`src/rtl/euler_vec_stepper.sv`:
```
// Euler step engine: y[i] = sat(x[i] + h*f[i]) over dim elements, LANES per beat, RAM in / RAM out.
// Start-to-first-write latency 4 cycles; no backpressure, start is ignored while busy.
module euler_vec_stepper #(
  parameter int ADD_SIZE  = 16,
  parameter int DATA_SIZE = 16,
  parameter int FRAC_BITS = 8,
  parameter int MAX_DIM   = 6,
  parameter int LANES     = 2
) (
  input  logic                         clk,
  input  logic                         rst,
  input  logic                         start,
  input  logic [DATA_SIZE-1:0]         h_step,
  input  logic [ADD_SIZE-1:0]          dim,
  input  logic [ADD_SIZE-1:0]          x_base,
  input  logic [ADD_SIZE-1:0]          f_base,
  input  logic [ADD_SIZE-1:0]          y_base,
  output logic [LANES*ADD_SIZE-1:0]    x_addr,
  input  logic [LANES*DATA_SIZE-1:0]   x_data,
  output logic [LANES*ADD_SIZE-1:0]    f_addr,
  input  logic [LANES*DATA_SIZE-1:0]   f_data,
  output logic [LANES-1:0]             wr_en,
  output logic [LANES*ADD_SIZE-1:0]    wr_addr,
  output logic [LANES*DATA_SIZE-1:0]   wr_data,
  output logic                         busy,
  output logic                         done,
  output logic                         sat,
  output logic                         err
);

  localparam int AW = ADD_SIZE;
  localparam int DW = DATA_SIZE;
  localparam int PW = 2 * DW + 1;
  localparam logic signed [PW-1:0] SMAX = PW'(2 ** (DW - 1) - 1);
  localparam logic signed [PW-1:0] SMIN = PW'(-(2 ** (DW - 1)));

  typedef enum logic [2:0] {S_IDLE, S_CHECK, S_ISSUE, S_DRAIN, S_DONE} state_t;

  state_t                 state_q, state_d;
  logic [AW-1:0]          idx_q, idx_d;
  logic                   drain_q, drain_d;
  logic                   err_q, err_d;
  logic                   sat_q;
  logic [DW-1:0]          h_q;
  logic [AW-1:0]          dim_q, x_base_q, f_base_q, y_base_q;
  logic [LANES*AW-1:0]    x_addr_q, f_addr_q;
  logic [LANES-1:0]       s1_vld_q;
  logic [LANES*AW-1:0]    s1_addr_q;
  logic [LANES-1:0]       wr_en_q;
  logic [LANES*AW-1:0]    wr_addr_q;
  logic [LANES*DW-1:0]    wr_data_q;

  logic                   accept;
  logic [LANES-1:0]       lane_act;
  logic [AW-1:0]          elem [LANES];

  logic signed [2*DW-1:0] prod [LANES];
  logic signed [2*DW-1:0] psh  [LANES];
  logic signed [PW-1:0]   sum  [LANES];
  logic [DW-1:0]          res  [LANES];
  logic [LANES-1:0]       clamp;

  always_comb begin
    state_d  = state_q;
    idx_d    = idx_q;
    drain_d  = drain_q;
    err_d    = err_q;
    accept   = 1'b0;
    lane_act = '0;
    case (state_q)
      S_IDLE: begin
        if (start) begin
          accept  = 1'b1;
          idx_d   = '0;
          err_d   = 1'b0;
          state_d = S_CHECK;
        end
      end
      S_CHECK: begin
        // An illegal dim skips straight to a single drain cycle so done lands 3 cycles after start.
        if (dim_q == '0 || dim_q > AW'(MAX_DIM)) begin
          err_d   = 1'b1;
          drain_d = 1'b1;
          state_d = S_DRAIN;
        end else begin
          drain_d = 1'b0;
          state_d = S_ISSUE;
        end
      end
      S_ISSUE: begin
        for (int l = 0; l < LANES; l++) begin
          lane_act[l] = ({1'b0, idx_q} + (AW + 1)'(l)) < {1'b0, dim_q};
        end
        idx_d = idx_q + AW'(LANES);
        if (({1'b0, idx_q} + (AW + 1)'(LANES)) >= {1'b0, dim_q}) begin
          drain_d = 1'b0;
          state_d = S_DRAIN;
        end
      end
      S_DRAIN: begin
        drain_d = 1'b1;
        if (drain_q) state_d = S_DONE;
      end
      S_DONE:  state_d = S_IDLE;
      default: state_d = S_IDLE;
    endcase
  end

  // Idle lanes hold their last address so the RAMs never see out-of-range reads.
  always_comb begin
    for (int l = 0; l < LANES; l++) begin
      elem[l]             = idx_q + AW'(l);
      x_addr[l*AW +: AW]  = x_addr_q[l*AW +: AW];
      f_addr[l*AW +: AW]  = f_addr_q[l*AW +: AW];
      if (lane_act[l]) begin
        x_addr[l*AW +: AW] = x_base_q + elem[l];
        f_addr[l*AW +: AW] = f_base_q + elem[l];
      end
    end
  end

  always_comb begin
    clamp = '0;
    for (int l = 0; l < LANES; l++) begin
      prod[l] = (2 * DW)'($signed(f_data[l*DW +: DW])) * (2 * DW)'($signed(h_q));
      psh[l]  = prod[l] >>> FRAC_BITS;
      sum[l]  = PW'(psh[l]) + PW'($signed(x_data[l*DW +: DW]));
      res[l]  = sum[l][DW-1:0];
      if (sum[l] > SMAX) begin
        res[l]   = SMAX[DW-1:0];
        clamp[l] = 1'b1;
      end else if (sum[l] < SMIN) begin
        res[l]   = SMIN[DW-1:0];
        clamp[l] = 1'b1;
      end
    end
  end

  always_ff @(posedge clk) begin
    if (rst) begin
      state_q   <= S_IDLE;
      idx_q     <= '0;
      drain_q   <= 1'b0;
      err_q     <= 1'b0;
      sat_q     <= 1'b0;
      h_q       <= '0;
      dim_q     <= '0;
      x_base_q  <= '0;
      f_base_q  <= '0;
      y_base_q  <= '0;
      x_addr_q  <= '0;
      f_addr_q  <= '0;
      s1_vld_q  <= '0;
      s1_addr_q <= '0;
      wr_en_q   <= '0;
      wr_addr_q <= '0;
      wr_data_q <= '0;
    end else begin
      state_q  <= state_d;
      idx_q    <= idx_d;
      drain_q  <= drain_d;
      err_q    <= err_d;
      x_addr_q <= x_addr;
      f_addr_q <= f_addr;
      if (accept) begin
        h_q      <= h_step;
        dim_q    <= dim;
        x_base_q <= x_base;
        f_base_q <= f_base;
        y_base_q <= y_base;
      end
      s1_vld_q <= lane_act;
      for (int l = 0; l < LANES; l++) begin
        s1_addr_q[l*AW +: AW] <= y_base_q + elem[l];
        wr_data_q[l*DW +: DW] <= res[l];
      end
      wr_en_q   <= s1_vld_q;
      wr_addr_q <= s1_addr_q;
      if (accept) sat_q <= 1'b0;
      else if (|(s1_vld_q & clamp)) sat_q <= 1'b1;
    end
  end

  assign wr_en   = wr_en_q;
  assign wr_addr = wr_addr_q;
  assign wr_data = wr_data_q;
  assign busy    = (state_q != S_IDLE);
  assign done    = (state_q == S_DONE);
  assign sat     = sat_q;
  assign err     = err_q;

endmodule

```
`config.mk`:
```
export PLATFORM = sky130hd
export DESIGN_NAME = euler_vec_stepper
export DESIGN_NICKNAME = d
export VERILOG_FILES = /design/src/rtl/euler_vec_stepper.sv
export SDC_FILE = /design/constraint.sdc
export NUM_CORES = 2
export LEC_CHECK = 0
export ABC_AREA = 1
export BUFFER_PORTS_ARGS = -buffer_cell sky130_fd_sc_hd__buf_2
export CAP_MARGIN = 20
export CORE_MARGIN = 4
export CORE_UTILIZATION = 43
export CTS_BUF_LIST = sky130_fd_sc_hd__clkbuf_2
export CTS_CLUSTER_DIAMETER = 200
export DETAILED_ROUTE_END_ITERATION = 10
export PLACE_DENSITY = 0.66
export REMOVE_ABC_BUFFERS = 1
export SYNTH_ARGS = -nofsm -noshare
export SYNTH_HDL_FRONTEND = slang
export SYNTH_SLANG_ARGS = --single-unit
```
`constraint.sdc`:
```
create_clock -name clk -period 13.9 [get_ports clk]
set_clock_uncertainty 0.05 [all_clocks]
set_input_delay 1.39 -clock clk [delete_from_list [all_inputs] [get_ports clk]]
set_output_delay 1.39 -clock clk [all_outputs]
set_load 0.01 [all_outputs]
```
After elaboration in Yosys (flattened, before gate mapping)

Index checks and enable logic that the tools add are counted.

Word-level logic and storage cells: 93
Register bits after elaboration: 266
Output and inout bits: 134
Input bits: 147

Magnitude comparators: 8
Reduce and logical (&&, ||, !) cells: 15
Multiply operators: 2
$add $sub $neg: 12
Equality and inequality tests: 8
Bitwise logic cells: 1
Multiplexer cells: 28

Operators with widths:

| kind                                                 | count |
|---|---|
| two-way mux 16 bit                                   | 7 |
| adder 16 bit                                         | 6 |
| multiplier 16 x 16 -> 32 bit                         | 2 |
| adder 24 x 16 -> 25 bit                              | 2 |
| > comparator 25 x 16 -> 1 bit, second input constant | 2 |
| < comparator 25 x 16 -> 1 bit, second input constant | 2 |
| one-hot mux 16 bit (2 select lines)                  | 1 |
| two-way mux 15 bit                                   | 2 |
| adder 16 x 1 -> 17 bit, second input constant        | 1 |
| adder 16 x 2 -> 17 bit, second input constant        | 1 |
| greater-or-equal comparator 17 x 16 -> 1 bit         | 1 |
| < comparator 17 x 16 -> 1 bit                        | 1 |
| adder 16 x 1 -> 16 bit, second input constant        | 1 |
| adder 16 x 2 -> 16 bit, second input constant        | 1 |
| > comparator 16 x 3 -> 1 bit, second input constant  | 1 |
| logical NOT 16 bit                                   | 1 |
| < comparator 16 bit                                  | 1 |
| one-hot mux 3 bit (4 select lines)                   | 1 |
| two-way mux 1 bit                                    | 11 |
| two-way mux 3 bit                                    | 3 |
| inequality test 2 bit, second input constant         | 4 |
| OR reduction 2 bit                                   | 4 |
| == test 3 x 2 -> 1 bit, second input constant        | 2 |
| AND reduction 3 bit                                  | 2 |
| other kinds (11)                                     | 14 |

Logic depth before layout (Yosys ltp)

Word-level depth: 7
Depth in mapped cells: 48

Worst setup path before layout

Ideal clock, no wire load.

Path kind: input-to-reg
Start: input port f_data[20]
End: register wr_data_q[21], in the netlist wr_data[21]
Required time: 13715 ps
Stages: 36
Arrival: 8133 ps
Slack: 5582 ps
Cells stage by stage: clkbuf_1 > clkbuf_1 > nand2_1 > fa_1 > inv_1 > fa_1 > fa_1 > fa_1 > fa_1 > inv_1 > fa_1 > inv_1 > ha_1 > nand2_1 > nor4_1 > nand4_1 > nand3_1 > nand2_1 > o211ai_1 > nand2_1 > nand2_1 > xor2_1 > inv_1 > ha_1 > nand2_1 > nor2_1 > nand2_1 > nor2_1 > nand2_1 > nand4_1 > nand3_1 > nor2_1 > nand3_2 > nand2_4 > buf_6 > o22ai_1

Longest elaborated chain between the ends: 5
Elaborated cells on any way between the ends: 6
Those cells by class: add/sub (1); mul (1); order compare (2); mux (2)

RTL lines:

| what                             | line | text |
|---|---|---|
| start, declared                  | 21   | `input logic [LANES*DATA_SIZE-1:0] f_data,` |
| multiplier 16 x 16 -> 32 bit (*) | 125  | `prod[l] = (2 * DW)'($signed(f_data[l*DW +: DW])) * (2 * DW)'($signed(h_q));` |
| adder 24 x 16 -> 25 bit (*)      | 127  | `sum[l] = PW'(psh[l]) + PW'($signed(x_data[l*DW +: DW]));` |
| < comparator 25 x 16 -> 1 bit    | 132  | `end else if (sum[l] < SMIN) begin` |
| two-way mux 16 bit               | 132  |  |
| two-way mux 15 bit (*)           | 129  | `if (sum[l] > SMAX) begin` |
| end signal, assigned by index    | 175  | `wr_data_q[l*DW +: DW] <= res[l];` |
| end, declared                    | 51   | `logic [LANES*DW-1:0] wr_data_q;` |

Every way passes the cells marked *; elsewhere a longest branch is shown, timed or not.
A chain may end at the register's enable or synchronous reset.

Worst setup path after layout

Start: register h_q[1]
End: register sat_q, in the netlist sat

Longest elaborated chain between the ends: 7
Elaborated cells on any way between the ends: 14
Those cells by class: add/sub (2); mul (2); order compare (4); mux (4); bitwise (1); reduce/logical (1)

RTL lines:

| what                          | line | text |
|---|---|---|
| start, declared               | 44   | `logic [DW-1:0] h_q;` |
| start signal, assigned        | 166  | `h_q <= h_step;` |
| multiplier 16 x 16 -> 32 bit  | 125  |  |
| adder 24 x 16 -> 25 bit       | 127  |  |
| < comparator 25 x 16 -> 1 bit | 132  |  |
| two-way mux 1 bit             | 132  |  |
| two-way mux 1 bit             | 129  |  |
| bitwise AND 2 bit (*)         | 180  | `else if (\|(s1_vld_q & clamp)) sat_q <= 1'b1;` |
| OR reduction 2 bit (*)        | 180  |  |
| end signal, assigned          | 145  | `sat_q <= 1'b0;` |
| end signal, assigned          | 179  | `if (accept) sat_q <= 1'b0;` |
| end signal, assigned          | 180  |  |
| end, declared                 | 43   | `logic sat_q;` |

Marks and branches as above.

==> flow_metrics.env <==
export IMPL_outcome="completed"
export IMPL_path_common_cell="nand2_1"
export IMPL_synth_top_cell_area_share=0.280
export IMPL_wl_um=104000
export IMPL_setup_worst_path_end_class="flop"
export IMPL_critPathSlowestCell="fa_1"
export IMPL_critPathRequiredTime_ns=14.80
export IMPL_worstSetupPathType="flop to flop"
export IMPL_wl_per_cell_um=16.0
export IMPL_cap_viol_max_count=0
export IMPL_netlist_area_um2=37700
export IMPL_grt_max_degree=86
export IMPL_synth_distinct_cells=50
export IMPL_ys_ff_latch=265
export IMPL_synthMuxAreaShare=0
export IMPL_place_congestion=0.928
export IMPL_synth_area_top_cells="fa_1, dfxtp_1, inv_1, ha_1, nand2_1"
export IMPL_ctsHoldBuffers=0
export IMPL_cts_tree="done"
export IMPL_cts_made_buffers=73
export IMPL_worst_pin_slew_ns=1.00
export IMPL_placedCellCount=6391
export IMPL_fmax_ghz=0.114
export IMPL_dieArea_um2=92500
export IMPL_hpwlAfterDp_um=83000
export IMPL_synth_seq_area_share=0.141
export IMPL_hp_class="flop to flop"
export IMPL_rsz0062_at_grt="false"
export IMPL_rows=108
export IMPL_cts_sinks=265
export IMPL_syn_inst=5125
export IMPL_via_count=32000
export IMPL_cts_resized=0
export IMPL_slowest_delay_ns=0.95
export IMPL_htreeDepth=3
export IMPL_port_buffers=280
export IMPL_startpoint_type="flop"
export IMPL_yosys_warnings=0
export IMPL_core_area_um2=86900
export IMPL_cts_root_buf="clkbuf_2"
export IMPL_io_pins=281
export IMPL_dieWidth_um=304
export IMPL_finalCriticalPeriod_ns=8.76
export IMPL_path_clk_slew_ns=0.10
export IMPL_first_pass_iters=6
export IMPL_synth_edff_count=0
export IMPL_grt_pass1_wl_um=172000
export IMPL_start_util=0.434
export IMPL_synth_xor_area_frac=0.0374
export IMPL_ys_flop_type="dfxtp_1"
export IMPL_grt_pass1_vias=33100
export IMPL_setup_tns_ns=0
export IMPL_utilization=0.468
export IMPL_postCtsSetupBuffers=0
export IMPL_synth_common_cells="inv_1, nand2_1, fa_1, nor2_1, ha_1"
export IMPL_die_h_um=304
export IMPL_setup_viol=0
export IMPL_syn_area_per_cell_um2=7.36
export IMPL_synth_top_family_by_area="adder cells"
export IMPL_syn_to_final_growth_pct=7.90
export IMPL_async_flop_share=0
export IMPL_grt_use_total=0.229
export IMPL_clk_latency_ns=1.05
export IMPL_antenna_found_initial=10
export IMPL_slew_headroom=0.329
export IMPL_synth_compound_gate_area_share=0.0951
export IMPL_yosys_area_share_simple=0.188
export IMPL_yosysTopAreaCell="fa_1"
export IMPL_hold_viol=0
export IMPL_drc=0
export IMPL_min_period_over_period=0.630
export IMPL_hold_slack_ns=0.328
export IMPL_path_max_fanout=33
export IMPL_arrival_ns=9.66
export IMPL_layout_drive_gt1_share=0.0986
export IMPL_synthAdderAreaFrac=0.392
export IMPL_nets=6322
export IMPL_antenna_left=0
export IMPL_cts_buffer_depth=3
export IMPL_stdcell_count=6526
export IMPL_report_final_slew_viol_count=0
export IMPL_drt_iter0_drc=1862
export IMPL_grt_overflow_total=0
export IMPL_via_per_inst=4.90
export IMPL_yosysMostFrequentCell="inv_1"
[layout by cell type (no fill, tap or decap), types with 5 or more instances in the layout]
cell type	count
a211oi_1	30
a21o_1	12
a21oi_1	275
a221oi_1	6
a31oi_1	15
and2_1	5
buf_2	279
buf_4	26
clkbuf_2	103
clkinv_1	16
clkinv_2	7
dfxtp_1	265
diode_2	5
fa_1	527
ha_1	337
inv_1	1260
inv_2	8
nand2_1	1121
nand2_2	15
nand3_1	88
nand3b_1	11
nand4_1	45
nor2_1	358
nor2_2	15
nor3_1	26
nor4_1	9
o211ai_1	8
o21a_1	16
o21ai_0	196
o21ai_1	17
o21ai_2	10
o21bai_1	10
o22ai_1	5
o22ai_2	8
o31ai_1	5
or2_2	37
xnor2_1	48
xor2_1	110
[registers in the layout (all words and copies together), names as in the netlist, 3 cells and up]
register   count
f_base_q      16
y_base_q      16
f_addr_q      32
h_q           16
state_q        3
dim_q         16
s1_addr_q     32
wr_data       32
wr_addr       32
x_addr_q      32
idx_q         15
x_base_q      16
[per-layer routing]
| metal | track usage | share of wire | up-vias |
|---|---|---|---|
| met2 | 0.390 | 0.47 | 799 |
| met1 | 0.302 | 0.44 | 15200 |
| li1 | - | - | 15800 |
| met5 | 0 | 0.00011 | - |
| met4 | 0.0764 | 0.034 | 2 |
| met3 | 0.0292 | 0.049 | 194 |
[worst max-delay path: cells and delay by family, from the launching register on]
kind            cells  cell delay (ns)
simple gates       18             2.27
compound gates      4             0.75
xor+xnor            1             0.21
flops               1             0.32
fa+ha+maj           8             4.26
buf+inv             6             0.77
[logic make-up after synthesis]
kind of cell             count (synthesis)
adder cells (fa/ha/maj)                864
AO/OA/AOI/OAI                          633
flip-flops                             265
AND/OR/NAND/NOR                       1740
XOR/XNOR                               159
buffers and inverters                 1464
[per-stage QoR]
stage               area, um2  setup WS (ns)
global route            40700           4.38
CTS                     40700           5.19
global placement        40000           4.10
floorplan               36900           5.79
detailed placement      40000           4.15
finish                  40700           5.14
[worst paths after layout]
kind,start,endpoint,slack (ns),cells after the start
worst max register to register,h_q[1]$_SDFFE_PP0P_,sat$_SDFFE_PP0P_,5.14,37
worst max-delay path,h_q[1]$_SDFFE_PP0P_,sat$_SDFFE_PP0P_,5.14,37
worst min-delay path,s1_vld_q[0]$_SDFF_PP0_,wr_en[0]$_SDFF_PP0_,0.33,2
worst min register to register,s1_vld_q[0]$_SDFF_PP0_,wr_en[0]$_SDFF_PP0_,0.33,2
[area by class of cell]
class / count / area [um2]
fill: 8879 / 46200
multi-input combinational: 3396 / 26900
sequential: 265 / 5310
inverter: 1270 / 4770
timing repair buffer: 305 / 1590
tap: 1155 / 1450
clock buffer: 103 / 515
clock inverter: 27 / 175
antenna: 5 / 12.5
Power is not shown: default switching activity piles up to over one toggle a cycle in this logic, so the estimate is an artifact.
